--- src/rtl/cg_seq_proc.sv ---
// cg_seq_proc: captures a 6-word signed burst + mode, applies negate -> sort -> running sum, streams 6 results.
// Latency: last input word sampled at edge T, first out_valid after edge T+8, out_valid low after edge T+14.
// Backpressure: none; in_valid is ignored outside IDLE. Optional CG_GATE_EN build gates the bank/acc clock.
module cg_seq_proc #(
  parameter int DATA_W = 9,
  parameter int NUM    = 6,
  parameter int MODE_W = 3
) (
  input  logic              clk,
  input  logic              rst_n,
  input  logic              cg_en,
  input  logic              in_valid,
  input  logic [DATA_W-1:0] in_data,
  input  logic [MODE_W-1:0] in_mode,
  output logic              out_valid,
  output logic [DATA_W-1:0] out_data
);

  localparam int CNT_W = $clog2(NUM);
  localparam logic [CNT_W-1:0] CNT_LAST = CNT_W'(NUM - 1);
  localparam logic signed [DATA_W-1:0] S_MIN = {1'b1, {(DATA_W-1){1'b0}}};
  localparam logic signed [DATA_W-1:0] S_MAX = {1'b0, {(DATA_W-1){1'b1}}};

  typedef enum logic [2:0] {IDLE, LOAD, NEG, SORT, OUT} state_t;

  state_t                   state_q, state_d;
  logic [CNT_W-1:0]         cnt_q, cnt_d;
  logic [MODE_W-1:0]        mode_q, mode_d;
  logic                     out_valid_q, out_valid_d;
  logic [DATA_W-1:0]        out_data_q, out_data_d;
  logic signed [DATA_W-1:0] bank_q [NUM];
  logic signed [DATA_W-1:0] bank_d [NUM];
  logic signed [DATA_W-1:0] acc_q, acc_d;
  logic signed [DATA_W-1:0] elem;
  logic signed [DATA_W:0]   sum_w;
  logic signed [DATA_W-1:0] sum_sat;
  logic                     bank_clk;

`ifdef CG_GATE_EN
  // Bank clock runs whenever a burst is in flight, a word is arriving, or gating is disabled.
  logic gate_en;
  logic gate_en_lat;
  assign gate_en = (state_q != IDLE) | in_valid | ~cg_en;

  // Latch enable while clk is low so the gated clock never glitches.
  always_latch begin
    if (!clk) gate_en_lat = gate_en;
  end

  assign bank_clk = clk & gate_en_lat;
`else
  // No gating cell in this build; cg_en has no effect.
  logic unused_cg_en;
  assign unused_cg_en = cg_en;
  assign bank_clk     = clk;
`endif

  // Element addressed by the OUT counter and its saturated running sum (10-bit add).
  always_comb begin
    elem = '0;
    for (int i = 0; i < NUM; i++) begin
      if (cnt_q == i[CNT_W-1:0]) elem = bank_q[i];
    end
    sum_w = {acc_q[DATA_W-1], acc_q} + {elem[DATA_W-1], elem};
    if (sum_w[DATA_W] != sum_w[DATA_W-1]) sum_sat = sum_w[DATA_W] ? S_MIN : S_MAX;
    else                                  sum_sat = sum_w[DATA_W-1:0];
  end

  // Next-state, datapath and output decode for the burst FSM.
  always_comb begin
    state_d     = state_q;
    cnt_d       = cnt_q;
    mode_d      = mode_q;
    acc_d       = acc_q;
    out_valid_d = 1'b0;
    out_data_d  = '0;
    for (int i = 0; i < NUM; i++) bank_d[i] = bank_q[i];

    unique case (state_q)
      IDLE: begin
        if (in_valid) begin
          bank_d[0] = in_data;
          mode_d    = in_mode;
          cnt_d     = CNT_W'(1);
          state_d   = LOAD;
        end
      end
      LOAD: begin
        for (int i = 0; i < NUM; i++) begin
          if (cnt_q == i[CNT_W-1:0]) bank_d[i] = in_data;
        end
        if (cnt_q == CNT_LAST) begin
          cnt_d   = '0;
          state_d = NEG;
        end else begin
          cnt_d = cnt_q + CNT_W'(1);
        end
      end
      NEG: begin
        if (mode_q[0]) begin
          for (int i = 0; i < NUM; i++) begin
            bank_d[i] = (bank_q[i] == S_MIN) ? S_MAX : -bank_q[i];
          end
        end
        acc_d   = '0;
        cnt_d   = '0;
        state_d = SORT;
      end
      SORT: begin
        // Even passes compare (0,1),(2,3)..; odd passes (1,2),(3,4)..; pairs are disjoint.
        if (mode_q[1]) begin
          for (int i = 0; i < NUM - 1; i++) begin
            if ((i[0] == cnt_q[0]) && (bank_q[i] > bank_q[i+1])) begin
              bank_d[i]   = bank_q[i+1];
              bank_d[i+1] = bank_q[i];
            end
          end
        end
        if (cnt_q == CNT_LAST) begin
          cnt_d   = '0;
          state_d = OUT;
        end else begin
          cnt_d = cnt_q + CNT_W'(1);
        end
      end
      OUT: begin
        out_valid_d = 1'b1;
        acc_d       = sum_sat;
        out_data_d  = mode_q[2] ? sum_sat : elem;
        if (cnt_q == CNT_LAST) begin
          cnt_d   = '0;
          state_d = IDLE;
        end else begin
          cnt_d = cnt_q + CNT_W'(1);
        end
      end
      default: state_d = IDLE;
    endcase
  end

  // Control and output registers on the free-running clock.
  always_ff @(posedge clk or negedge rst_n) begin
    if (!rst_n) begin
      state_q     <= IDLE;
      cnt_q       <= '0;
      mode_q      <= '0;
      out_valid_q <= 1'b0;
      out_data_q  <= '0;
    end else begin
      state_q     <= state_d;
      cnt_q       <= cnt_d;
      mode_q      <= mode_d;
      out_valid_q <= out_valid_d;
      out_data_q  <= out_data_d;
    end
  end

  // Sample bank and accumulator on the (possibly gated) bank clock.
  always_ff @(posedge bank_clk or negedge rst_n) begin
    if (!rst_n) begin
      for (int i = 0; i < NUM; i++) bank_q[i] <= '0;
      acc_q <= '0;
    end else begin
      for (int i = 0; i < NUM; i++) bank_q[i] <= bank_d[i];
      acc_q <= acc_d;
    end
  end

  assign out_valid = out_valid_q;
  assign out_data  = out_data_q;

endmodule

--- config.mk ---
export PLATFORM = sky130hd
export DESIGN_NAME = cg_seq_proc
export DESIGN_NICKNAME = d
export VERILOG_FILES = /design/src/rtl/cg_seq_proc.sv
export SDC_FILE = /design/constraint.sdc
export NUM_CORES = 1
export LEC_CHECK = 0
export CELL_PAD_IN_SITES_DETAIL_PLACEMENT = 2
export CELL_PAD_IN_SITES_GLOBAL_PLACEMENT = 2
export CORE_UTILIZATION = 42
export CTS_CLUSTER_DIAMETER = 40
export DETAILED_ROUTE_END_ITERATION = 6
export PLACE_DENSITY_LB_ADDON = 0.25
export SYNTH_ARGS = -nofsm -noshare
export SYNTH_HDL_FRONTEND = slang
export SYNTH_SLANG_ARGS = --single-unit
--- constraint.sdc ---
create_clock -name clk -period 6.3 [get_ports clk]
set_input_delay 1.26 -clock clk [delete_from_list [all_inputs] [get_ports clk]]
set_output_delay 1.26 -clock clk [all_outputs]
set_load 0.02 [all_outputs]
; After elaboration in Yosys (flattened, before gate mapping)
; Index checks and enable logic that the tools add are counted.
[classes]
add_sub_neg = 8
eq_ne = 33
n_bitwise = 1
n_reduce_logical = 21
mux = 41
order_cmp = 5
[ops]
columns = operator, n
row1 = $mux W9, 23
row2 = $pmux W45 S3, 1
row3 = $mux W54, 2
row4 = $mux W18, 5
row5 = $eq A9 B9 Y1 const B, 6
row6 = $neg A9 Y9, 6
row7 = $gt A9 B9 Y1, 5
row8 = $pmux W9 S4, 1
row9 = $ne A2 B2 Y1 const B, 13
row10 = $reduce_and A5 Y1, 5
row11 = $pmux W9 S2, 1
row12 = $mux W3, 5
row13 = $pmux W3 S5, 1
row14 = $eq A3 B2 Y1 const B, 4
row15 = $ne A3 B3 Y1 const B, 4
row16 = $add A9 B9 Y10, 1
row17 = $eq A3 B3 Y1 const B, 3
row18 = $pmux W3 S3, 1
row19 = $eq A3 B1 Y1 const B, 2
row20 = $logic_not A3 Y1, 2
row21 = $reduce_and A6 Y1, 1
row22 = $reduce_bool A3 Y1, 2
row23 = $logic_and A1 B1 Y1, 5
row24 = $reduce_and A2 Y1, 2
row25 = 8 further kinds, 8
[totals]
word_cells = 121
register_bits = 82
inputBits = 16

; Longest topological paths before layout
; Gate-level depths: netlist of the first run.
[depth]
ltp_word = 12
mapped_depth = 20

; Worst setup path before layout of the first run
; No wires, ideal clock.
[synth_path]
path_kind = register -> register
from = register cnt_q[1]
to = register out_data_q[7], in the netlist out_data[7]
path_slack_ps = 2501
period_less_slack_ps = 3799
path_stages_with_launch = 21
path_buffers = 3
setup_time_ps = 122
required_ps = 6178
arrival_time_ps = 3678
cell_sequence = dfrtp_1 clkbuf_2 buf_6 inv_1 nor2_1 ha_1 nor2_1 a221o_1 o21ai_0 o21ai_0 ha_1 inv_1 fa_1 nor2b_1 o21ai_1 a211oi_2 or2_1 a41oi_2 and2_1 buf_6 a32o_1
[synth_between]
elab_chain_cells = 12
word_cells_on_any_way = 18
cone_classes = add/sub (1) / eq/ne (6) / mux (10) / reduce/logical (1)
[synth_rtl]
columns = item, line
row1 = start: declaration, 27  ; logic [CNT_W-1:0] cnt_q, cnt_d;
row2 = start signal: assignment, 151  ; cnt_q <= cnt_d;
row3 = $logic_not A3 Y1, 62  ; if (cnt_q == i[CNT_W-1:0]) elem = bank_q[i];
row4 = $mux W9 (5 in a row), 62
row5 = $mux W9 (*), 62
row6 = $add A9 B9 Y10, 64  ; sum_w = {acc_q[DATA_W-1], acc_q} + {elem[DATA_W-1], elem};
row7 = $mux W9 / $ne A1 B1 Y1 (equally long branches), 65  ; if (sum_w[DATA_W] != sum_w[DATA_W-1]) sum_sat = sum_w[DATA_W] ? S_MIN : S_MAX;
row8 = $mux W9, 65
row9 = $mux W9 (*), 129  ; out_data_d = mode_q[2] ? sum_sat : elem;
row10 = $mux W9 (*), 79  ; unique case (state_q)
row11 = net out_data_d[7], 30  ; logic [DATA_W-1:0] out_data_q, out_data_d;
row12 = end signal: assignment, 154  ; out_data_q <= out_data_d;
row13 = end: declaration, 30
; Mark *: on every way through the listed nets, which the timed path passes. The rest lies on a longest branch.
; A chain may end at the register's enable or synchronous reset.

; Worst setup path after layout of the first run
; Same ends and word-level chain as after synthesis.

==> metrics.yaml, run 1 <==
die_w_um: 134
track_usage: 0.339
clk_path_buf_depth: 2
wl_met3_um: 1170
fin_cells: 1093
outcome: "finished, final reports clean"
synth_area_per_cell_um2: 8.35
drt_iter0_markers: 585
post-route-period-util: 0.826
clock-root-buffer: "clkbuf_16"
gr-total-overflow: 0
relSlewSlack: 0.292
finalHoldViolCount: 0
fin_tns_setup_ps: 0
critical_path_class: "flop to flop"
core-area_mm2: 0.0168
min_path_type: "flop to flop"
synth_common_cells: "103 x nand2_1, 97 x o21ai_0, 82 x dfrtp_1"
cts.repair.resized: 0
drtPass1Iterations: 7
start_util: 0.437
syn-instance-count: 880
cts_tree: "yes"
irDropWorstVdd_uv: 305
r2r-start: "cnt_q[1]"
endpoint_kind: "flop"
synth-edff-count: 0
antenna_cells: 0
gp_congestion: 0.872
max_clock_freq_ghz: 0.192
synth_ff_type: "dfrtp_1"
syn2layout_area_growth_pct: 7.80
multi_input_area_mm2: 0.00479
start_kind: "flop"
cp.arrival_ps: 5450
worstPathRequired_ps: 6550
netlist_area_mm2: 0.00735
die_h_um: 134
post_drt_wl_per_cell_um: 27.0
regToRegSetupSlack_ps: 1100
n_fill_cell: 1894
wl_met2_um: 14900
dp_cells: 1077
min_period_ps: 5200
clk_latency_ps: 360
yosys_warnings: 0
final_nets: 947
drive_above_1_share: 0.0905
synthArstFlopShare: 1.00
worstPathMaxFanout: 23
hold_path_depth: 2
vias: 7271
synth-seq-area-share: 0.279
antenna_found_initial: 1
crit_start: "cnt_q[1]"
pin_count: 26
clkSinkCount: 82
viasPerCell: 6.65
hpwl_um: 21300
ff2ff_path_depth: 17
synth_top_area_frac: 0.279
ctsHoldBuffers: 0
skew_ps: 10.9
holdPathEnd: "acc_q[3]"
grt_pass1_vias: 7991
h-tree-depth: 3
top_layer: "met4"
wl_um: 29500
synth_area_leaders: "dfrtp_1 28%, ha_1 11%, o21ai_0 6.6%"
drv_cap: 0
rows: 47
fin_area_mm2: 0.00792
grt_max_degree: 57
r2r-end: "out_data[7]"
place_area_mm2: 0.00764
rsz0062_at_grt: "false"
path_clk_slew_ps: 70
ant_nets: 0
dieArea_mm2: 0.0180
yosysTopAreaCell: "dfrtp_1"
yosysMostFrequentCell: "nand2_1"
slew_viol_final: 0
cts_setup_buffers: 0
wl_met1_um: 12200
drc: 0
final_util: 0.471
p_total_mw: 5.22
syn_nets: 959
seqCellArea_mm2: 0.00205
cts_made_buffers: 9
ys_ff_latch: 82
setup_viol: 0
grt_pass1_wl_um: 46300
ys_types: 81
port_buffers: 24
tightestPinTransition_ps: 1060
hp-start: "acc_q[3]"
p_leak_nw: 3.30
cellPowerDensity_mw_per_mm2: 660
[per-stage QoR]
stage | worst slack (ps) | hold slack [ps]
after floorplan | 2500 | 456
after global placement | 1630 | 477
after detailed placement | 1250 | 491
after CTS | 1190 | 520
after global routing | 764 | 542
final | 1100 | 516
[routing by layer]
metal,up-vias,GRT usage
met5,-,0
met4,0,0.162
met3,76,0.0397
met2,207,0.604
met1,3752,0.405
li1,3236,-
[cells by family after synthesis]
logic type / after synthesis / share of synthesized area
adders and majority gates: 63 / 0.108
DFF: 82 / 0.279
buffers and inverters: 116 / 0.0698
AOI/OAI and AO/OA: 287 / 0.267
and+or+nand+nor: 260 / 0.179
xor gates and xnor gates: 35 / 0.0417
muxes: 37 / 0.0552
[how the worst max path moves through the flow]
stage | endpoint | slack (ps)
floorplan | out_data[7] | 2500
global placement | out_data[7] | 1630
detailed placement | out_data[7] | 1250
CTS | out_data[7] | 1190
global route | out_data[7] | 760
finish | out_data[7] | 1100
[critical path, cell delays in order, from the launching register on]
cell and delay [ps]:
dfrtp_1 740, inv_1 310, nor2_1 70, ha_1 320, nor2_1 490, a221o_1 240, o21ai_0 70, o21ai_0 350
ha_1 270, inv_1 70, fa_1 390, nor2b_1 190, o21ai_1 150, a211oi_2 310, or2_1 210, a41oi_2 230
and2_1 350, a32o_1 320
[registers in the layout (all words and copies together), names as in the netlist]
register and flops:
bank_q 54, acc_q 9, out_data 9, mode_q 3
cnt_q 3, out_valid 1, state_q 3
[cell type report]
| class | count | area share |
|---|---|---|
| Tap cell | 220 | 0.0348 |
| Clock buffer | 9 | 0.0284 |
| Clock inverter | 7 | 0.00679 |
| Sequential cell | 82 | 0.259 |
| Inverter | 63 | 0.0299 |
| Timing Repair Buffer | 30 | 0.0357 |
| Multi-Input combinational cell | 682 | 0.605 |
[where the power goes]
| group | switching, mW | internal [mW] | total (mW) |
|---|---|---|---|
| Clock | 0.257 | 0.271 | 0.528 |
| Sequential | 0.587 | 0.744 | 1.33 |
| Combinational | 2.07 | 1.30 | 3.37 |
[layout by cell type, fill, tap and decap left out, drive strengths merged, types with 7 or more instances in the layout]
cell type,count
dfrtp,82
xnor2,31
a211oi,11
nand2b,9
nand3,13
nand4,10
o21ai,103
nand2,103
a21oi,47
nor4,11
ha,62
a31oi,12
clkdlybuf4s50,23
clkbuf,9
mux2,18
and2,8
o211ai,9
mux2i,18
o22ai,7
a221o,8
a221oi,18
nor3,30
o31ai,12
buf,7
inv,64
nor2,47
No activity file was read; power rests on OpenSTA's default activity.
==> run 2: changes to the inputs <==
--- a/config.mk
+++ b/config.mk
@@ -7,7 +7,7 @@
 export LEC_CHECK = 0
 export CELL_PAD_IN_SITES_DETAIL_PLACEMENT = 2
 export CELL_PAD_IN_SITES_GLOBAL_PLACEMENT = 2
-export CORE_UTILIZATION = 42
+export CORE_UTILIZATION = 39
 export CTS_CLUSTER_DIAMETER = 40
 export DETAILED_ROUTE_END_ITERATION = 6
 export PLACE_DENSITY_LB_ADDON = 0.25
==> constraint.sdc (replaced) <==
create_clock -name clk -period 5.3 [get_ports clk]
set_input_delay 1.06 -clock clk [delete_from_list [all_inputs] [get_ports clk]]
set_output_delay 1.06 -clock clk [all_outputs]
set_load 0.02 [all_outputs]
==> run 2 against run 1 <==
  * The run now ends with design-rule violations left
  * Via count fell by 1.2%
  * Core utilization fell by 3.5 points
  * Clock-buffer cell count rose by 1
  * First-iteration DRC count fell by 22%
  * Non-clock buffer count did not move
  * Critical endpoint unchanged
  * Critical path type unchanged
  * Clock skew rose by 2.7 ps
  * Sequential power rose by 17%
==> metrics.yaml, run 2 (synthesized netlist as in run 1, its figures left out) <==
place_area_mm2: 0.00765
h-tree-depth: 3
largest_reg_flops: 54
drv_cap: 0
fin_tns_setup_ps: 0
grt_pass1_vias: 7959
endpoint_kind: "flop"
viasPerCell: 6.52
finalHoldViolCount: 0
clk_latency_ps: 360
cts_tree: "yes"
path_delay_family: "compound AO/OA/AOI/OAI gates"
antenna_found_initial: 0
ctsHoldBuffers: 0
regToRegSetupSlack_ps: 610
drt_iter0_markers: 456
cpMaxStageDelayCell: "nor2_1"
die_w_um: 139
cts_made_buffers: 9
violations: "design-rule violations"
critical_path_class: "flop to flop"
drc: 2
max_stage_delay_ps: 470
wl_um: 29500
layout_common_cells: "103 x nand2_1, 97 x o21ai_0, 82 x dfrtp_1"
start_kind: "flop"
outcome: "finished with violations"
min_period_ps: 4690
tightestPinTransition_ps: 1180
drive_above_1_share: 0.0905
mostFrequentLayoutCell: "nand2_1"
multi_input_area_mm2: 0.00479
port_buffers: 24
gr-total-overflow: 0
cellPowerDensity_mw_per_mm2: 786
grt_pass1_wl_um: 46400
ant_nets: 0
post_drt_wl_per_cell_um: 26.8
cp.arrival_ps: 4940
cts_setup_buffers: 0
antenna_cells: 0
final_nets: 947
syn2layout_area_growth_pct: 8.06
crit_buf_inv: 2
rows: 49
gp_congestion: 0.843
post-route-period-util: 0.886
max_clock_freq_ghz: 0.213
clock-root-buffer: "clkbuf_16"
worstPathMaxFanout: 11
clk_path_buf_depth: 2
die_h_um: 139
n_fill_cell: 2043
worstPathRequired_ps: 5550
clkSinkCount: 82
vias: 7183
rsz0062_at_grt: "false"
slew_viol_final: 0
drtPass1Iterations: 7
setup_viol: 0
dieArea_mm2: 0.0194
relSlewSlack: 0.214
skew_ps: 13.6
start_util: 0.403
fin_area_mm2: 0.00794
path_clk_slew_ps: 80
hpwl_um: 21100
irDropWorstVdd_uv: 257
p_leak_nw: 3.30
timing.critical_path.cells: "inv_2, nor2_1, ha_1, nor2_1, a221o_1, o21ai_0, o21ai_0, ha_1, inv_1, fa_1, nor2b_1, o21ai_1, a211oi_2, or2_1, a41oi_2, and2_1, a32o_1"
grt_max_degree: 83
seqCellArea_mm2: 0.00205
core-area_mm2: 0.0182
track_usage: 0.312
cts.repair.resized: 0
min_path_type: "flop to flop"
pin_count: 26
largest_register: "bank_q"
[run 2: final timing paths]
| kind | start | depth (start not counted) | to |
|---|---|---|---|
| setup / recovery | cnt_q[0] | 17 | out_data[7] |
| hold / removal | acc_q[8] | 2 | acc_q[8] |
| setup reg to reg | cnt_q[0] | 17 | out_data[7] |
| hold reg to reg | acc_q[8] | 2 | acc_q[8] |
| max in group asynchronous | rst_n | 1 | bank_q[20] |
| min in group asynchronous | rst_n | 1 | acc_q[8] |
[run 2: report_power, final]
part / total [mW] / leakage (nW) / internal (mW) / switching [mW]
logic: 4.04 / 2.14 / 1.55 / 2.49
clock network: 0.644 / 0.140 / 0.336 / 0.307
registers: 1.55 / 1.03 / 0.885 / 0.669
[run 2: per-stage QoR]
step	util	setup WS, ps	instances	total power [mW]	hold slack [ps]
2_1_floorplan	-	1500	880	4.28	456
3_3_place_gp	0.420	954	1086	5.15	479
3_5_place_dp	0.420	697	1086	5.51	497
4_1_cts	0.436	636	1102	6.22	517
5_1_grt	0.436	279	1102	6.68	536
6_report	0.436	606	1102	6.24	509
[run 2: worst min-delay path, delay by kind of cell (launching register included)]
family | cells | cell delay (ps)
AND/OR/NAND/NOR | 1 | 50
flip-flops | 1 | 360
AO/OA/AOI/OAI | 1 | 60
[run 2: cell type report]
cell class / count / area share
clock buffer: 10 / 0.0301
clock inverter: 6 / 0.00599
inverter: 63 / 0.0298
multi-input combinational: 682 / 0.604
sequential: 82 / 0.258
tap: 229 / 0.0361
timing repair buffer: 30 / 0.0356
[run 2: metal layers]
| metal | track usage | part of all wire | up-vias |
|---|---|---|---|
| met5 | 0 | 0 | - |
| met3 | 0.0451 | 0.041 | 62 |
| met1 | 0.377 | 0.42 | 3716 |
| li1 | - | - | 3224 |
| met4 | 0.152 | 0.037 | 0 |
| met2 | 0.543 | 0.50 | 181 |
==> run 3: changes to the inputs <==
--- a/config.mk
+++ b/config.mk
@@ -8,7 +8,6 @@
 export CELL_PAD_IN_SITES_DETAIL_PLACEMENT = 2
 export CELL_PAD_IN_SITES_GLOBAL_PLACEMENT = 2
 export CORE_UTILIZATION = 39
-export CTS_CLUSTER_DIAMETER = 40
 export DETAILED_ROUTE_END_ITERATION = 6
 export PLACE_DENSITY_LB_ADDON = 0.25
 export SYNTH_ARGS = -nofsm -noshare
==> results of run 3 <==
The final DEF is identical to that of run 2; final timing and power are the same.
